==> src/rtl/spi_pkg.sv <==
// Shared SPI slave definitions: transaction state encodings and default sizes.
package spi_pkg;

  localparam int unsigned SPI_WIDTH = 8;
  localparam int unsigned SPI_CNT_W = 4;

  typedef enum logic [2:0] {
    IDLE        = 3'd0,
    GET_ADDR    = 3'd1,
    GOT_ADDR    = 3'd2,
    READ_LOAD   = 3'd3,
    READ_SEND   = 3'd4,
    WRITE_RECV  = 3'd5,
    WRITE_STORE = 3'd6,
    DONE        = 3'd7
  } spi_state_t;

endpackage

==> src/rtl/spi_bit_counter.sv <==
// Saturating SCLK edge counter; o_last flags that the next increment completes a byte.
module spi_bit_counter
  import spi_pkg::*;
#(
  parameter int unsigned WIDTH = SPI_WIDTH,
  parameter int unsigned CNT_W = SPI_CNT_W
) (
  input  logic clk,
  input  logic reset,
  input  logic i_clear,
  input  logic i_inc,
  output logic o_last
);

  localparam logic [CNT_W-1:0] LAST_CNT = CNT_W'(WIDTH - 1);
  localparam logic [CNT_W-1:0] MAX_CNT  = CNT_W'(WIDTH);

  logic [CNT_W-1:0] r_count;

  always_ff @(posedge clk) begin
    if (reset || i_clear) begin
      r_count <= '0;
    end else if (i_inc && (r_count != MAX_CNT)) begin
      r_count <= r_count + 1'b1;
    end
  end

  assign o_last = (r_count == LAST_CNT);

endmodule

==> src/rtl/spi_transaction_ctrl.sv <==
// Chip-select framed SPI slave transaction sequencer driving datapath strobes.
module spi_transaction_ctrl
  import spi_pkg::*;
#(
  parameter int unsigned WIDTH = SPI_WIDTH,
  parameter int unsigned CNT_W = SPI_CNT_W
) (
  input  logic       clk,
  input  logic       reset,
  input  logic       sclkPosEdge,
  input  logic       sclkNegEdge,
  input  logic       chipSelect,
  input  logic       rwBit,
  output logic       srParallelLoad,
  output logic       addrLatchEnable,
  output logic       dmWriteEnable,
  output logic       misoBufferEnable,
  output logic       busy,
  output logic [2:0] stateOut
);

  spi_state_t r_state;
  logic       r_sr_load;
  logic       r_addr_le;
  logic       r_dm_we;
  logic       r_miso_en;
  logic       r_busy;

  logic w_pos_state;
  logic w_count_state;
  logic w_edge;
  logic w_abort;
  logic w_last;
  logic w_hit;
  logic w_cnt_clr;
  logic w_cnt_inc;

  always_comb begin
    w_pos_state   = (r_state == GET_ADDR) || (r_state == WRITE_RECV);
    w_count_state = w_pos_state || (r_state == READ_SEND);
    // Each counting state watches only its own SCLK edge.
    w_edge    = (w_pos_state && sclkPosEdge) ||
                ((r_state == READ_SEND) && sclkNegEdge);
    w_abort   = chipSelect && (r_state != IDLE);
    w_hit     = w_edge && w_last && !w_abort;
    w_cnt_inc = w_edge && !w_abort;
    w_cnt_clr = w_abort || w_hit || !w_count_state;
  end

  spi_bit_counter #(
    .WIDTH (WIDTH),
    .CNT_W (CNT_W)
  ) u_bit_counter (
    .clk     (clk),
    .reset   (reset),
    .i_clear (w_cnt_clr),
    .i_inc   (w_cnt_inc),
    .o_last  (w_last)
  );

  always_ff @(posedge clk) begin
    if (reset) begin
      r_state   <= IDLE;
      r_sr_load <= 1'b0;
      r_addr_le <= 1'b0;
      r_dm_we   <= 1'b0;
      r_miso_en <= 1'b0;
      r_busy    <= 1'b0;
    end else begin
      r_sr_load <= 1'b0;
      r_addr_le <= 1'b0;
      r_dm_we   <= 1'b0;
      if (w_abort) begin
        // CS release also ends a completed transaction from DONE.
        r_state   <= IDLE;
        r_miso_en <= 1'b0;
        r_busy    <= 1'b0;
      end else begin
        unique case (r_state)
          IDLE: begin
            if (!chipSelect) begin
              r_state <= GET_ADDR;
              r_busy  <= 1'b1;
            end
          end
          GET_ADDR: begin
            if (w_hit) begin
              r_state   <= GOT_ADDR;
              r_addr_le <= 1'b1;
            end
          end
          GOT_ADDR: begin
            if (rwBit) begin
              r_state   <= READ_LOAD;
              r_sr_load <= 1'b1;
            end else begin
              r_state <= WRITE_RECV;
            end
          end
          READ_LOAD: begin
            r_state   <= READ_SEND;
            r_miso_en <= 1'b1;
          end
          READ_SEND: begin
            if (w_hit) begin
              r_state   <= DONE;
              r_miso_en <= 1'b0;
            end
          end
          WRITE_RECV: begin
            if (w_hit) begin
              r_state <= WRITE_STORE;
              r_dm_we <= 1'b1;
            end
          end
          WRITE_STORE: r_state <= DONE;
          DONE:        r_state <= DONE;
          default:     r_state <= IDLE;
        endcase
      end
    end
  end

  assign srParallelLoad   = r_sr_load;
  assign addrLatchEnable  = r_addr_le;
  assign dmWriteEnable    = r_dm_we;
  assign misoBufferEnable = r_miso_en;
  assign busy             = r_busy;
  assign stateOut         = r_state;

endmodule

==> config.mk <==
export PLATFORM = sky130hd
export DESIGN_NAME = spi_transaction_ctrl
export DESIGN_NICKNAME = d
export VERILOG_FILES = /design/src/rtl/spi_pkg.sv /design/src/rtl/spi_bit_counter.sv /design/src/rtl/spi_transaction_ctrl.sv
export SDC_FILE = /design/constraint.sdc
export NUM_CORES = 1
export LEC_CHECK = 0
export BUFFER_PORTS_ARGS = -buffer_cell sky130_fd_sc_hd__buf_2
export CAP_MARGIN = 20
export CORE_UTILIZATION = 45
export CTS_CLUSTER_DIAMETER = 30
export DETAILED_ROUTE_END_ITERATION = 6
export GPL_TIMING_DRIVEN = 1
export HOLD_SLACK_MARGIN = 0.03
export PLACE_DENSITY = 0.69
export SYNTH_ARGS = -nofsm -noshare
export SYNTH_HDL_FRONTEND = slang
export SYNTH_SLANG_ARGS = --single-unit
==> constraint.sdc <==
create_clock -name clk -period 4.2 [get_ports clk]
set_input_delay 0.21 -clock clk [delete_from_list [all_inputs] [get_ports clk]]
set_output_delay 0.21 -clock clk [all_outputs]
set_load 0.02 [all_outputs]
Yosys cells after proc, flatten, opt, wreduce, memory -nomap -nowiden
Index checks and enable logic that the tools add are counted.

storage, ports and cells
  register bits after elaboration = 12
  input port bits = 6

cells by class
  add/subtract/negate cells = 1
  equality and inequality tests = 13
  muxes and demuxes = 10
  bitwise gates (word level) = 4
  reduce and logical (&&, ||, !) cells = 26

operators with widths
  cell                                           number
  case mux 3 bit (7 select lines)                1
  2-to-1 mux 3 bit                               5
  == test 3 bit, second input constant           4
  OR reduction 3 bit                             3
  inequality test 2 bit, second input constant   4
  logical AND 1 bit                              7
  == test 3 x 2 -> 1 bit, second input constant  2
  logical OR 1 bit                               6
  adder 4 x 1 -> 4 bit, second input constant    1
  == test 4 x 3 -> 1 bit, second input constant  1
  inequality test 4 bit, second input constant   1
  inverter 1 bit                                 4
  AND reduction 2 bit                            2
  AND reduction 4 bit                            1
  OR reduction 2 bit                             2
  == test 3 x 1 -> 1 bit, second input constant  1
  zero test 3 bit                                1
  2-to-1 mux 1 bit                               3
  nonzero test 3 bit                             1
  zero test 1 bit                                2
  case mux 1 bit (2 select lines)                1
  nonzero test 2 bit                             1

Logic depth before layout (Yosys ltp)
Gate-level depths: netlist of the first run.

  word-level depth = 9
  gate-level depth with buffers = 6
  gate-level depth less buffers = 6

By module
From an unflattened synthesis of the first run, not the netlist that was laid out.

unflattened totals
  cell total of the unflattened synthesis = 73
  area, all modules = 654.4 µm²

modules (own cells, without submodules)
  module                instances  cells an instance  area an instance (µm²)
  spi_transaction_ctrl  1          47                 416.6
  spi_bit_counter       1          26                 237.7

Worst setup path after synthesis of the first run
Ideal clock, no wire load.

  path kind = reg-to-reg
  start = register r_state[2] (netlist: stateOut[2])
  end = register u_bit_counter.r_count[1]
  data arrival time = 1.330 ns
  slack = 2.738 ns
  cell stages (with the launch flop) = 6
  buffers on the path = 1
  period minus slack after synthesis = 1.462 ns
  cells stage by stage = dfxtp_1 > buf_2 > nand3b_1 > a211oi_2 > mux2i_1 > nor3_1

between the ends
  cells in the longest elaborated chain, start to end = 9
  elaborated cells on any way between the ends = 19

ends and longest elaborated chain
  what                                                     RTL line                    RTL
  start, declared                                          spi_transaction_ctrl.sv:22  spi_state_t r_state;
  start signal, assigned                                   spi_transaction_ctrl.sv:63  r_state <= IDLE;
  start signal, assigned                                   spi_transaction_ctrl.sv:75  r_state <= IDLE;
  start signal, assigned                                   spi_transaction_ctrl.sv:82  r_state <= GET_ADDR;
  == test 3 x 1 -> 1 bit or == test 3 bit (tied branches)  spi_transaction_ctrl.sv:39  w_pos_state = (r_state == GET_ADDR) || (r_state == WRITE_RECV);
  logical OR 1 bit                                         spi_transaction_ctrl.sv:39
  logical AND 1 bit                                        spi_transaction_ctrl.sv:42  w_edge = (w_pos_state && sclkPosEdge) ||
  logical OR 1 bit                                         spi_transaction_ctrl.sv:42
  logical AND 1 bit (2 in series)                          spi_transaction_ctrl.sv:45  w_hit = w_edge && w_last && !w_abort;
  logical OR 1 bit (2 in series)                           spi_transaction_ctrl.sv:47  w_cnt_clr = w_abort || w_hit || !w_count_state;
  logical OR 1 bit                                         spi_bit_counter.sv:21       if (reset || i_clear) begin
  end signal, assigned                                     spi_bit_counter.sv:24       r_count <= r_count + 1'b1;
  end, declared                                            spi_bit_counter.sv:18       logic [CNT_W-1:0] r_count;

Parallel ways exist; a longest one is shown, timed or not.
A chain may end at the register's enable or synchronous reset.

Worst setup path in the final report of the first run
  start = register r_state[2] (netlist: stateOut[2])
  end = register u_bit_counter.r_count[2]

Same word-level chain as after synthesis.

==> run metrics, run 1 <==
Post-Syn Instances=64; clock sink count=12; 1st-iter DRT viols=13; crit path DAT=about 1700 ps; power share of the combinational group=0.075; unrepaired setup endpoints after global routing=no; Filler cells=roughly 110; WL final=just over 1000 µm; Total Neg Setup Slack=0 ps; worst reg2reg path depth=4; CTS tree=done; Net Sw Power=0.0445 mW; Die Span X=around 38 µm; sw frac=0.224; Ports=14; period utilization=0.360; clk_skew=between 1 and 1.5 ps; dpl ws=between 2000 and 3000 ps; P per Cell Area=291 mW/mm²; top cells by count, synth=dfxtp_1, nor2_1, a21oi_1, inv_1, nor3_1; EDFF count, synth=0; Yosys warning total=0; Worst Hold Depth=2; overall power=0.199 mW; Leak=between 0.2 and 0.3 nW; syn_area_per_cell=around 9.1 µm²; layout cell share with drive strength beyond 1=0.228; post-synth top area share=0.411; gpl congestion=0.796; num rows=12; Non-Filler Instances=93; Initial Util=0.505; first-pass GRT wire length=roughly 1800 µm; asr flop ratio synth=0; sequential share of the synthesized area=0.411; top-count cell post-synth=dfxtp_1; type of element launching the critical path=register; GRT Total Usage=0.189; status=finished, final reports clean; Overflow after GRT=0; Worst-path clk slew=roughly 70 ps; final instance area=~680 µm²; die area=approximately 0.0014 mm²; hold_buf cts=0; # placed instances=90; post-CTS sizing=0; Final WS setup=~2700 ps; predominant post-synthesis flop cell=dfxtp_1; Critical Path RT=approximately 4300 ps; die height=approximately 38 µm; Num CTS Buffers=3; #FFs+latches synth=12; drt pass-1 iters=4; routed via count=504; Synth cell types=27; largest net degree at the start of global routing=11; Hold WC Path Type=in -> reg; Least-Margin Pin Slew=463 ps; Post-Syn Area=584 µm²; post-route minimum period=1510 ps; ant diodes=0; post-route ant nets=0; largest area contributor in the synthesized netlist=dfxtp_1; initial antenna violation count=0; IO Port Bufs=13; peak supply drop=215 µV; final net count=between 80 and 90; Via density=approximately 5.4; Power Internal=0.154 mW; wire length per cell=between 10 and 15 µm; f_max=approximately 660 MHz; Hold Slack=around 140 ps; number of global-route vias before repair=roughly 440; DP HPWL=768 µm; endpoints failing hold=0; Slew headroom=0.688; clk root buf=clkbuf_4; clock buffer depth=2; share of power burned in registers=0.586; dpl cell area=roughly 660 µm²; H-tree level count=1; area grow syn2layout=17.1%; final core occ=0.592; crit end category=register; Max Slew Vio Count=0; final setup vio count=0; clock network power share=0.339; syn_nets=72; Core ar.=0.00116 mm²; Setup CP Type=reg -> reg; largest cells by area after synthesis=dfxtp_1, a211oi_1, a21oi_1; Clock Latency Late Sink=270 ps; postcts setup bufs=0; drt drc=0; maxcap violations=0; CP max FO=10
## path summary, 6_finish.rpt
path / start / to / slack [ps]
worst min register to register: misoBufferEnable$_SDFFE_PP0P_ / misoBufferEnable$_SDFFE_PP0P_ / 540
worst min-delay path: reset / busy$_SDFFE_PP0P_ / 140
worst max-delay path: stateOut[2]$_SDFFE_PP0P_ / u_bit_counter.r_count[2]$_SDFFE_PP0P_ / 2690
worst max register to register: stateOut[2]$_SDFFE_PP0P_ / u_bit_counter.r_count[2]$_SDFFE_PP0P_ / 2690
## cell type report
| type | count | area (µm²) | area share |
|---|---|---|---|
| Sequential cell | 12 | 240 | 0.351 |
| Tap cell | 14 | 17.5 | 0.0256 |
| Timing Repair Buffer | 13 | 65.1 | 0.0951 |
| Clock buffer | 3 | 22.5 | 0.0329 |
| Inverter | 5 | 18.8 | 0.0274 |
| Multi-Input combinational cell | 46 | 320 | 0.468 |
## cells by family (layout without fill, tap and decap cells)
group	Yosys count	after routing	share of synthesized area
AND/OR/NAND/NOR	25	25	0.257
AO/OA/AOI/OAI	14	14	0.167
flip-flops	12	12	0.411
buffers and inverters	6	21	0.0407
adder cells (fa/ha/maj)	3	3	0.0600
XOR/XNOR	2	2	0.0300
multiplexers	2	2	0.0343
## layout by cell type (no fill, tap or decap), drive strengths merged, types with 2 or more instances in the layout
cell    synthesis  routed
nor3            5       5
buf             1      13
ha              2       2
dfxtp          12      12
nor2b           2       2
nand3b          2       2
nor2            6       6
a211oi          5       5
a21oi           5       5
xnor2           2       2
inv             5       5
nand2           2       2
clkbuf          0       3
mux2i           2       2
## critical path, stage by stage (launching register included)
cell	delay (ps)
dfxtp_1	510
nand3b_1	230
a211oi_1	370
mux2i_1	220
nor3_1	50
## power groups by stage
stage                     registers, mW  clock network [mW]  logic [mW]
after CTS                         0.116              0.0717      0.0150
after floorplan                   0.120                   0     0.00777
final                             0.116              0.0675      0.0149
after global routing              0.117              0.0789      0.0165
after global placement            0.119                   0      0.0152
after detailed placement          0.119                   0      0.0150
## registers in the layout, indices dropped and copies added (netlist names)
name and flops:
misoBufferEnable 1, addrLatchEnable 1, u_bit_counter.r_count 4, busy 1, srParallelLoad 1, dmWriteEnable 1, stateOut 3
## per-layer routing
metal,part of all wire,vias up,track usage
met5,0,-,0
met4,0.0068,0,0.0804
met3,0.051,2,0.0872
met2,0.45,12,0.267
met1,0.49,229,0.245
li1,-,261,-
Note: power is estimated with default switching activity, not from simulation.
==> run 2, diff against run 1 <==
--- a/config.mk
+++ b/config.mk
@@ -7,12 +7,12 @@
 export LEC_CHECK = 0
 export BUFFER_PORTS_ARGS = -buffer_cell sky130_fd_sc_hd__buf_2
 export CAP_MARGIN = 20
-export CORE_UTILIZATION = 45
+export CORE_UTILIZATION = 44
 export CTS_CLUSTER_DIAMETER = 30
 export DETAILED_ROUTE_END_ITERATION = 6
 export GPL_TIMING_DRIVEN = 1
 export HOLD_SLACK_MARGIN = 0.03
-export PLACE_DENSITY = 0.69
+export PLACE_DENSITY = 0.7
 export SYNTH_ARGS = -nofsm -noshare
 export SYNTH_HDL_FRONTEND = slang
 export SYNTH_SLANG_ARGS = --single-unit
==> constraint.sdc (replaced) <==
create_clock -name clk -period 1.3 [get_ports clk]
set_input_delay 0.065 -clock clk [delete_from_list [all_inputs] [get_ports clk]]
set_output_delay 0.065 -clock clk [all_outputs]
set_load 0.02 [all_outputs]
==> run 2 against run 1 <==
The flow now finishes with violations (negative setup slack). Wire length rose by 50%. Worst hold slack improved by 3.1 ps. Critical path depth increased by 3.
==> run metrics, run 2 (synthesized netlist as in run 1, its figures left out) <==
f_max=712 MHz (+7.7%); CTS tree=done; Leak=0.360 nW (+34%); post-route minimum period=1400 ps (-109 ps); clk_skew=5.27 ps (+4.04 ps); largest net degree at the start of global routing=8 (-3); # placed instances=99 (+10%); Power Internal=0.580 mW (+280%); IO Port Bufs=13 (unchanged); Num CTS Buffers=3 (unchanged); ant diodes=0 (unchanged); number of global-route vias before repair=527 (+21%); crit end category=register; clock network power share=0.396 (+0.057); Non-Filler Instances=110 (+18%); crit path DAT=1620 ps (-30 ps); Clock Latency Late Sink=280 ps (about the same); Ports=14 (unchanged); Critical Path RT=1520 ps (-2820 ps); Worst Hold Depth=3 (+1); worst r2r src=u_bit_counter.r_count[0]$_SDFFE_PP0P_; most flop-heavy register=u_bit_counter.r_count; wire length per cell=13.9 µm (+27%); CP max FO=3 (-7); die area=0.00148 mm² (+2.1%); Initial Util=0.499 (-0.00648); first-pass GRT wire length=2330 µm (+27%); Worst-path clk slew=80 ps (about the same); hold_sp=rwBit; Overflow after GRT=0 (unchanged); clk root buf=clkbuf_4; area grow syn2layout=56.3%; share of power burned in registers=0.496 (-0.090); commonest non-fill, non-tap cell in the layout=buf_2; delay of the slowest critical-path stage=370 ps (-140 ps); GRT Total Usage=0.235 (+0.0457); worst reg2reg path depth=7 (+3); power share of the combinational group=0.108 (+0.033); drt pass-1 iters=4 (unchanged); 1st-iter DRT viols=19 (+6); Slew headroom=0.765 (+0.0765); num rows=12 (unchanged); final setup vio count=8 (+8); final net count=105 (+18%); unrepaired setup endpoints after global routing=yes; die height=38.4 µm (+1.1%); CP cell instances=buf_12 > ha_4 > nand3b_1 > buf_4 > a211oi_2 > nand4bb_1 > nor2_1; Least-Margin Pin Slew=351 ps (-112 ps); clock sink count=12 (unchanged); Via density=5.45 (+0.48%); Setup CP Type=reg -> reg; WL final=1530 µm (+50%); initial antenna violation count=0 (unchanged); CP max-delay cell=dfxtp_4; maxcap violations=0 (unchanged); Max Slew Vio Count=0 (unchanged); DP HPWL=928 µm (+21%); gpl congestion=0.830 (+4.4%); H-tree level count=1 (unchanged); Total Neg Setup Slack=-466 ps (-466 ps); sw frac=0.227 (+0.00267); most frequent cells in the layout=buf_2, buf_4, dfxtp_1; Critical path origin=u_bit_counter.r_count[0]$_SDFFE_PP0P_; Final WS setup=-105 ps (-2790 ps); layout cell share with drive strength beyond 1=0.490 (+0.262); Core ar.=0.00117 mm² (+1.3%); failing checks=negative setup slack; number of flip-flops in the largest register=4 (unchanged); post-route ant nets=0 (unchanged); Net Sw Power=0.170 mW (+280%); peak supply drop=769 µV (+260%); clock buffer depth=2 (unchanged); P per Cell Area=820 mW/mm² (+180%); status=finished, violations left; endpoints failing hold=0 (unchanged); Die Span X=38.4 µm (+1.1%); type of element launching the critical path=register; period utilization=1.08 (+0.720); routed via count=599 (+19%); drt drc=0 (unchanged); Hold WC Path Type=in -> reg
==> run 2: per-layer routing <==
| layer | vias to the layer above | global-route usage | share of wire |
|---|---|---|---|
| met2 | 19 | 0.394 | 0.47 |
| met3 | 2 | 0.105 | 0.054 |
| met5 | - | 0 | 0 |
| met1 | 281 | 0.274 | 0.47 |
| met4 | 0 | 0.0517 | 0.0091 |
| li1 | 297 | - | - |
==> run 2: area by class of cell <==
type	instances	area [µm²]
well taps	14	17.5
flip-flops and latches	12	251
clock buffers	4	36.3
inverters	5	18.8
repair buffers	29	206
multi-input cells	46	383
fillers	78	258
==> run 2: final timing paths <==
kind	slack, ps	endpoint
setup / recovery	-100	addrLatchEnable$_SDFF_PP0_
hold / removal	140	srParallelLoad$_SDFF_PP0_
setup reg to reg	-100	addrLatchEnable$_SDFF_PP0_
hold reg to reg	520	misoBufferEnable$_SDFFE_PP0P_
==> run 2: worst max-delay path: cells and delay by family, from the launching register on <==
family / cells / cell delay (ps)
DFF: 1 / 370
adders and majority gates: 1 / 140
buffers and inverters: 2 / 260
and+or+nand+nor: 3 / 370
AOI/OAI and AO/OA: 1 / 210
==> run 2: per-stage QoR <==
step,cell area [µm²],setup slack (ps),power [mW],util,hold slack (ps)
after detailed placement,744,-123,0.448,0.636,271
after global routing,913,-213,0.783,0.780,135
after floorplan,606,-54.9,0.415,-,137
after CTS,842,-113,0.753,0.719,102
final,913,-105,0.749,0.780,139
after global placement,744,-91.4,0.447,0.636,269
==> run 2: repair_timing <==
| item | 4_1_cts | 5_1_grt |
|---|---|---|
| buffers inserted | 3 | 2 |
| setup endpoints to repair | 8 | 11 |
| gates resized for setup | 6 | 10 |
| pin swaps | 6 | 5 |
| hold endpoints to repair | 2 | 0 |
| hold buffers | 2 | 0 |
==> run 2: power by group through the flow <==
stage	Combinational, mW	Clock (mW)	Sequential (mW)
2_1_floorplan	0.0260	0	0.389
3_3_place_gp	0.0636	0	0.383
3_5_place_dp	0.0644	0	0.383
4_1_cts	0.0711	0.307	0.375
5_1_grt	0.0875	0.323	0.372
6_report	0.0808	0.297	0.371
==> run 3, diff against run 2 <==
--- a/config.mk
+++ b/config.mk
@@ -7,12 +7,12 @@
 export LEC_CHECK = 0
 export BUFFER_PORTS_ARGS = -buffer_cell sky130_fd_sc_hd__buf_2
 export CAP_MARGIN = 20
-export CORE_UTILIZATION = 44
+export CORE_ASPECT_RATIO = 1.2
+export CORE_UTILIZATION = 29
 export CTS_CLUSTER_DIAMETER = 30
 export DETAILED_ROUTE_END_ITERATION = 6
 export GPL_TIMING_DRIVEN = 1
 export HOLD_SLACK_MARGIN = 0.03
-export PLACE_DENSITY = 0.7
 export SYNTH_ARGS = -nofsm -noshare
 export SYNTH_HDL_FRONTEND = slang
 export SYNTH_SLANG_ARGS = --single-unit
==> run 3 against run 2 <==
The flow still finishes with violations (negative setup slack). Cell count rose by 1.8%. Design area fell by 0.82%. Sequential power barely moved. Via count fell by 7.8%. Clock skew fell by 1.1 ps. Sequential share of layout area rose by 0.23 points. Global-route usage fell by 11 points. Die area rose by 49%. Fmax rose by 1.1%. Sequential cell count did not move. Worst hold slack got worse by 6.0 ps. Critical endpoint is now u_bit_counter.r_count[3]$_SDFFE_PP0P_. Non-clock buffer count fell by 3.
==> run metrics, run 3 (synthesized netlist as in run 1, its figures left out) <==
H-tree level count=1 (unchanged); first-pass GRT wire length=2040 µm (-13%); overall power=0.755 mW (+0.72%); largest net degree at the start of global routing=8 (unchanged); f_max=720 MHz (+1.1%); Setup CP Type=reg -> reg; post-route ant nets=0 (unchanged); Total Neg Setup Slack=-329 ps (+138 ps); clock sink count=12 (unchanged); delay of the slowest critical-path stage=400 ps (+30 ps); clk_skew=4.13 ps (-1.14 ps); Die Span X=43.0 µm (+12%); CP cell instances=nand3b_1 > a211oi_1 > xnor2_1 > nor3_1; IO Port Bufs=13 (unchanged); Crit path buffers/inverters=0 (-2); post-route minimum period=1390 ps (-15.6 ps); CTS tree=done; CP max FO=6 (+3); maxcap violations=0 (unchanged); Via density=4.93 (-9.5%); num rows=17 (+5); Num CTS Buffers=3 (unchanged); peak supply drop=742 µV (-3.5%); period utilization=1.07 (-0.0120); DP HPWL=919 µm (-0.94%); number of flip-flops in the largest register=4 (unchanged); initial antenna violation count=0 (unchanged); most frequent cells in the layout=buf_2, buf_4, dfxtp_1; Overflow after GRT=0 (unchanged); routed via count=552 (-7.8%); Crit path max-delay family=compound AO/OA/AOI/OAI gates; final setup vio count=7 (-1); Hold Slack=133 ps (-6.03 ps); Hold WC Path Type=in -> reg; Final WS setup=-89.4 ps (+15.6 ps); ant diodes=0 (unchanged); crit end category=register; Max Slew Vio Count=0 (unchanged); Slew headroom=0.785 (+0.0207); clock buffer depth=2 (unchanged); status=finished, violations left; Core ar.=0.00187 mm² (+60%); die area=0.00220 mm² (+49%); endpoints failing hold=0 (unchanged); die height=51.2 µm (+33%); Least-Margin Pin Slew=320 ps (-30.9 ps); clk root buf=clkbuf_4; Initial Util=0.312 (-0.187); gpl congestion=0.782 (-5.8%); type of element launching the critical path=register; Leak=0.342 nW (-5.0%); layout cell share with drive strength beyond 1=0.495 (+0.00504); crit path DAT=1540 ps (-80 ps); drt pass-1 iters=4 (unchanged); Ports=14 (unchanged); drt drc=0 (unchanged); commonest non-fill, non-tap cell in the layout=buf_2; WL final=1380 µm (-10%); wire length per cell=12.3 µm (-12%); failing checks=negative setup slack; Clock Latency Late Sink=270 ps (about the same); Filler cells=190 (+140%); unrepaired setup endpoints after global routing=yes; 1st-iter DRT viols=9 (-10); area grow syn2layout=55.0%; GRT Total Usage=0.125 (-0.111); CP max-delay cell=a211oi_1; dpl ws=-148 ps (-25.7 ps); Worst-path clk slew=80 ps (about the same); Critical Path RT=1450 ps (-70 ps); P per Cell Area=833 mW/mm² (+1.6%); number of global-route vias before repair=501 (-4.9%); most flop-heavy register=u_bit_counter.r_count; final net count=102 (-2.9%)
run 3: report_power, final:
| part | total (mW) | switching [mW] | internal [mW] |
|---|---|---|---|
| Combinational | 0.0817 | 0.0415 | 0.0402 |
| Clock | 0.301 | 0.131 | 0.170 |
| Sequential | 0.372 | 0.00360 | 0.368 |
| Total | 0.755 | 0.176 | 0.579 |
run 3: repair_timing:
item                       CTS  global route
setup buffers                3             2
hold endpoints to repair     2             0
hold buffers                 2             0
gates resized for setup      6            11
pin swaps                    8            11
setup endpoints to repair    6            11
run 3: stage by stage:
stage                util  std cells  instance area [µm²]
global placement    0.389        101                  728
detailed placement  0.389        101                  728
floorplan               -         64                  606
global route        0.484        112                  906
CTS                 0.443        110                  828
finish              0.484        112                  906
run 3: worst paths after layout:
path / start / end / cells after the start / slack (ps)
worst max-delay path: stateOut[0]$_SDFFE_PP0P_ / u_bit_counter.r_count[3]$_SDFFE_PP0P_ / 4 / -90
worst min-delay path: rwBit / srParallelLoad$_SDFF_PP0_ / 3 / 130
worst max register to register: stateOut[0]$_SDFFE_PP0P_ / u_bit_counter.r_count[3]$_SDFFE_PP0P_ / 4 / -90
worst min register to register: misoBufferEnable$_SDFFE_PP0P_ / misoBufferEnable$_SDFFE_PP0P_ / 2 / 510
run 3: tightest hold or removal path, stage by stage:
cell and delay (ps):
buf_2 100, nand2b_1 140, nor4b_4 60
run 3: layer usage:
layer / up-vias / track usage / wire (µm) / share of wire
li1: 286 / - / - / -
met5: - / 0 / 0 / 0
met3: 0 / 0.0636 / 69 / 0.050
met1: 251 / 0.143 / 578 / 0.42
met4: 0 / 0.0455 / 0 / 0
met2: 15 / 0.197 / 730 / 0.53
run 3: final cells by class:
class / count / area [µm²] / share of cell area
Inverter: 5 / 18.8 / 0.0207
Tap cell: 19 / 23.8 / 0.0262
Sequential cell: 12 / 251 / 0.278
Clock buffer: 4 / 36.3 / 0.0401
Timing Repair Buffer: 26 / 168 / 0.185
Multi-Input combinational cell: 46 / 408 / 0.450
